$ cat src/rtl/core_fetch_redirect.sv
// Fetch sequencer: owns the fetch PC, issues word fetches and handles branch redirects,
// discarding wrong-path responses that are still in flight when a redirect lands.
module core_fetch_redirect #(
    parameter int unsigned MAX_OUTSTANDING = 4
) (
    input  logic        clk,
    input  logic        rst,
    input  logic        branch,
    input  logic [30:0] target,
    input  logic        queue_full,
    input  logic        mem_ready,
    input  logic        mem_rsp_valid,
    output logic        mem_req,
    output logic [29:0] mem_addr,
    output logic [30:0] fetch_pc,
    output logic        rsp_keep,
    output logic        rsp_skip_low,
    output logic        flush
);

    localparam int unsigned      CNT_W   = $clog2(MAX_OUTSTANDING + 1);
    localparam logic [CNT_W-1:0] MAX_CNT = CNT_W'(MAX_OUTSTANDING);

    localparam logic [1:0] ST_IDLE  = 2'd0;
    localparam logic [1:0] ST_RUN   = 2'd1;
    localparam logic [1:0] ST_DRAIN = 2'd2;

    logic [1:0]       state;
    logic [CNT_W-1:0] outst;
    logic [CNT_W-1:0] discard;
    logic [CNT_W-1:0] outst_next;
    logic             skip_arm;
    logic             accept;
    logic             ret;

    // A response with nothing outstanding is spurious and must not underflow the count.
    always_comb begin
        mem_req      = (state == ST_RUN) && !branch && !queue_full && (outst < MAX_CNT);
        accept       = mem_req && mem_ready;
        ret          = mem_rsp_valid && (outst != '0);
        outst_next   = outst + CNT_W'(accept) - CNT_W'(ret);
        rsp_keep     = (state == ST_RUN) && ret && !branch;
        rsp_skip_low = rsp_keep && skip_arm;
    end

    assign mem_addr = fetch_pc[30:1];

    always_ff @(posedge clk) begin
        if (rst) begin
            state    <= ST_IDLE;
            fetch_pc <= '0;
            outst    <= '0;
            discard  <= '0;
            flush    <= 1'b0;
            skip_arm <= 1'b0;
        end else begin
            outst <= outst_next;
            flush <= branch;
            if (branch) begin
                // Everything still in flight after this cycle belongs to the old path.
                fetch_pc <= target;
                discard  <= outst_next;
                skip_arm <= target[0];
                state    <= (outst_next == '0) ? ST_RUN : ST_DRAIN;
            end else begin
                if (accept) begin
                    fetch_pc <= {fetch_pc[30:1] + 30'd1, 1'b0};
                end
                case (state)
                    ST_RUN: begin
                        if (rsp_keep) begin
                            skip_arm <= 1'b0;
                        end
                    end
                    ST_DRAIN: begin
                        if (ret) begin
                            discard <= discard - 1'b1;
                            if (discard == CNT_W'(1)) begin
                                state <= ST_RUN;
                            end
                        end
                    end
                    default: begin
                    end
                endcase
            end
        end
    end

    a_no_spurious_rsp: assert property (@(posedge clk) disable iff (rst)
        !(mem_rsp_valid && (outst == '0)));

endmodule

$ cat config.mk
export PLATFORM = sky130hd
export DESIGN_NAME = core_fetch_redirect
export DESIGN_NICKNAME = d
export VERILOG_FILES = /design/src/rtl/core_fetch_redirect.sv
export SDC_FILE = /design/constraint.sdc
export NUM_CORES = 1
export LEC_CHECK = 0
export CORE_MARGIN = 2
export CORE_UTILIZATION = 48
export DETAILED_ROUTE_END_ITERATION = 7
export DONT_BUFFER_PORTS = 1
export PLACE_DENSITY_LB_ADDON = 0.2
export SLEW_MARGIN = 5
export SYNTH_ARGS = -nofsm -noshare
export SYNTH_HDL_FRONTEND = slang
export SYNTH_SLANG_ARGS = --single-unit
$ cat constraint.sdc
create_clock -name clk -period 3.64 [get_ports clk]
set_input_delay 0.364 -clock clk [delete_from_list [all_inputs] [get_ports clk]]
set_output_delay 0.364 -clock clk [all_outputs]
set_load 0.01 [all_outputs]
==> impl_metrics.py <==
metrics = {
    "synth": {
        "synth_nets": 390,
        "synth.top_cell.area_share_pct": 30.67,
        "synth-edff-count": 0,
        "synth_top_cell_by_area": "dfxtp_1",
        "yosysWarnings": 0,
        "synth_flop_cell": "dfxtp_1",
        "yosysSeqAreaShare_pct": 30.67,
        "synthTopCellsByArea": "dfxtp_1 (31%), buf_4 (8.4%), a21oi_1 (5.0%)",
        "avgSynthCellArea_um2": 7.713,
        "yosysUniqueCellTypes": 50,
        "syn-cell-area_mm2": 0.002676,
        "syn_inst": 347,
        "postSynth.asyncResetShare_pct": 0,
        "synth.ff_latch_count": 41,
    },
    "power": {
        "p_per_area_mw_per_mm2": 468.1,
        "irDropWorstVdd_v": 0.0002999,
        "finalPower_mw": 1.203,
        "cellLeakagePower_nw": 0.8248,
    },
    "grt": {
        "antenna_found_initial": 0,
        "grt_start_max_net_pins": 67,
        "grt_pass1_vias": 2105,
        "grt-ovfl-total": 0,
        "grt_pass1_wl_mm": 10.54,
        "grt_usage_pct": 21.18,
    },
    "cells_and_area": {
        "fin_nets": 348,
        "drive_above_1_share_pct": 5.882,
        "final_util_pct": 47.25,
        "area.growth.synth_to_final_pct": -3.974,
        "diodes": 0,
        "fillers": 561,
        "seqCellArea_um2": 820.8,
        "multi_input_area_mm2": 0.001483,
    },
    "place": {
        "gp_congestion": 0.7409,
        "dp_hpwl_mm": 4.462,
        "post-place-ws_ns": 0.9385,
        "io_buffers": 0,
    },
    "worst_setup_path": {
        "rr_worst_depth": 12,
        "crit_path_end_kind": "register",
        "worst-endpoint-arrival_ns": 2.85,
        "critPathMaxFanout": 4,
        "start_kind": "register",
        "rrSetupSlack_ns": 0.99,
        "path_class": "reg -> reg",
        "crit_required_ns": 3.84,
    },
    "min_path": {
        "whs_path_depth": 1,
        "hold_path_class": "in -> reg",
    },
    "sta": {
        "maxSlewViolCount": 0,
        "rsz0062_at_grt": "false",
        "fmax_mhz": 377.7,
        "whs_ns": 0.1282,
        "setup_viol": 0,
        "clock-skew-final_ns": 0.006889,
        "worstMarginPinSlew_ns": 0.8364,
        "setup_tns_ns": 0,
        "relSlewSlack_pct": 44.04,
        "worst_slack_ns": 0.9926,
        "hold_violations": 0,
        "period_needed_ns": 2.647,
        "fin_crit_sh_pct": 72.73,
    },
    "floorplanning": {
        "initial_core_util_pct": 49.21,
        "die_area_mm2": 0.006189,
        "ios": 102,
        "core.rowCount": 27,
        "core-area_mm2": 0.005439,
        "die_h_um": 78.67,
        "die-width_um": 78.67,
    },
    "drt": {
        "ant_nets": 0,
        "viasPerCell": 6.148,
        "first_iter_violations": 144,
        "num_vias": 2324,
        "post-route-drc-count": 0,
        "first_pass_iters": 4,
        "wl_per_cell_um": 17.35,
        "totalWireLength_mm": 6.560,
    },
    "clocking": {
        "htreeDepth": 2,
        "cts_tree": "yes",
        "cts_sinks": 41,
        "ctsResizeCount": 0,
        "cts_root_buf": "clkbuf_8",
        "hold_buffers": 0,
        "cts_setup_buffers": 0,
        "tritoncts.num_buffers": 5,
        "cts.path.max_buffers": 2,
        "clk_pin_slew_worst_paths_ns": 0.08,
        "clk-insertion-delay-late_ns": 0.30,
    },
    "status": {
        "status": "finished, final reports clean",
    },
    "run": {
        "max_cap_viol_count": 0,
    },
}
critical path, stage by stage (launching register included):
cell	delay (ns)
dfxtp_1	0.35
nor4b_1	0.31
and2_1	0.19
inv_1	0.06
ha_1	0.26
inv_1	0.06
ha_1	0.13
inv_1	0.05
fa_1	0.37
xor2_1	0.18
xnor2_1	0.25
nand3b_1	0.13
a221oi_1	0.24
power breakdown:
part,switching [mW],internal (mW),leakage (nW)
Sequential,0.0845,0.505,0.338
Combinational,0.141,0.136,0.432
Clock,0.165,0.172,0.0542
logic make-up (layout without fill, tap and decap cells):
kind of cell | count (synthesis) | count (layout) | share of synthesized area (%)
compound gates | 85 | 85 | 20.24
xor+xnor | 11 | 11 | 3.600
fa+ha+maj | 6 | 6 | 3.086
buf+inv | 67 | 26 | 13.93
flops | 41 | 41 | 30.67
simple gates | 137 | 137 | 28.47
state kept, by name, summed over array words and instances (netlist names):
signal,cells
fetch_pc,31
discard,3
outst,3
state,2
flush,1
skip_arm,1
cells in the mapped netlist (3+ instances only):
cell type,n
nand4_1,9
dfxtp_1,41
o21a_1,4
ha_1,5
xnor2_1,8
nor4b_1,3
nor3b_1,3
buf_1,3
nor2b_1,9
nor2_1,24
a21oi_1,27
clkbuf_1,16
buf_4,30
a31oi_1,10
nor4_1,9
o31a_1,3
a221oi_1,4
nand2b_1,4
o21ai_0,12
o22ai_1,4
xor2_1,3
inv_1,16
a22oi_1,7
or3_1,5
nand3b_1,4
and3_1,3
nor3_1,14
nand2_1,30
nand3_1,10
final timing paths:
check | start | endpoint
min reg2reg | skip_arm$_SDFFE_PP0P_ | skip_arm$_SDFFE_PP0P_
max reg2reg | outst[2]$_SDFF_PP0_ | state[0]$_SDFFE_PP0P_
max | outst[2]$_SDFF_PP0_ | state[0]$_SDFFE_PP0P_
min | rst | fetch_pc[2]$_SDFFE_PP0P_
metal layers:
metal / part of all wire, % / GRT usage, %
met1: 44 / 26.44
met2: 45 / 32.99
met3: 8.8 / 7.931
met4: 1.7 / 8.246
met5: 0 / 0
final cells by class:
type | instances | area share [%]
multi-input cells | 239 | 57.69
flip-flops and latches | 41 | 31.94
clock buffers | 7 | 3.749
well taps | 72 | 3.505
inverters | 16 | 2.337
repair buffers | 2 | 0.5842
clock inverters | 1 | 0.1947
per-stage QoR:
step                      cells  instance area [um^2]
final                       378                  2570
after global routing        378                  2570
after CTS                   378                  2570
after detailed placement    370                  2469
after global placement      370                  2469
after floorplan             347                  2676
cells in the final DEF, fill, tap and decap left out, drive strengths merged, types with 4 or more instances in the layout:
cell,n
inv,16
xnor2,8
a22oi,7
a221oi,4
or3,5
nand2,30
nor4,11
nor2b,9
a21oi,27
nand3,10
dfxtp,41
nand4,10
nor2,24
clkbuf,7
nand2b,4
a31oi,10
o21a,4
ha,5
nor4b,4
o21ai,14
nor3,14
nand3b,4
o22ai,5
Power figures use the tool's default switching activity.
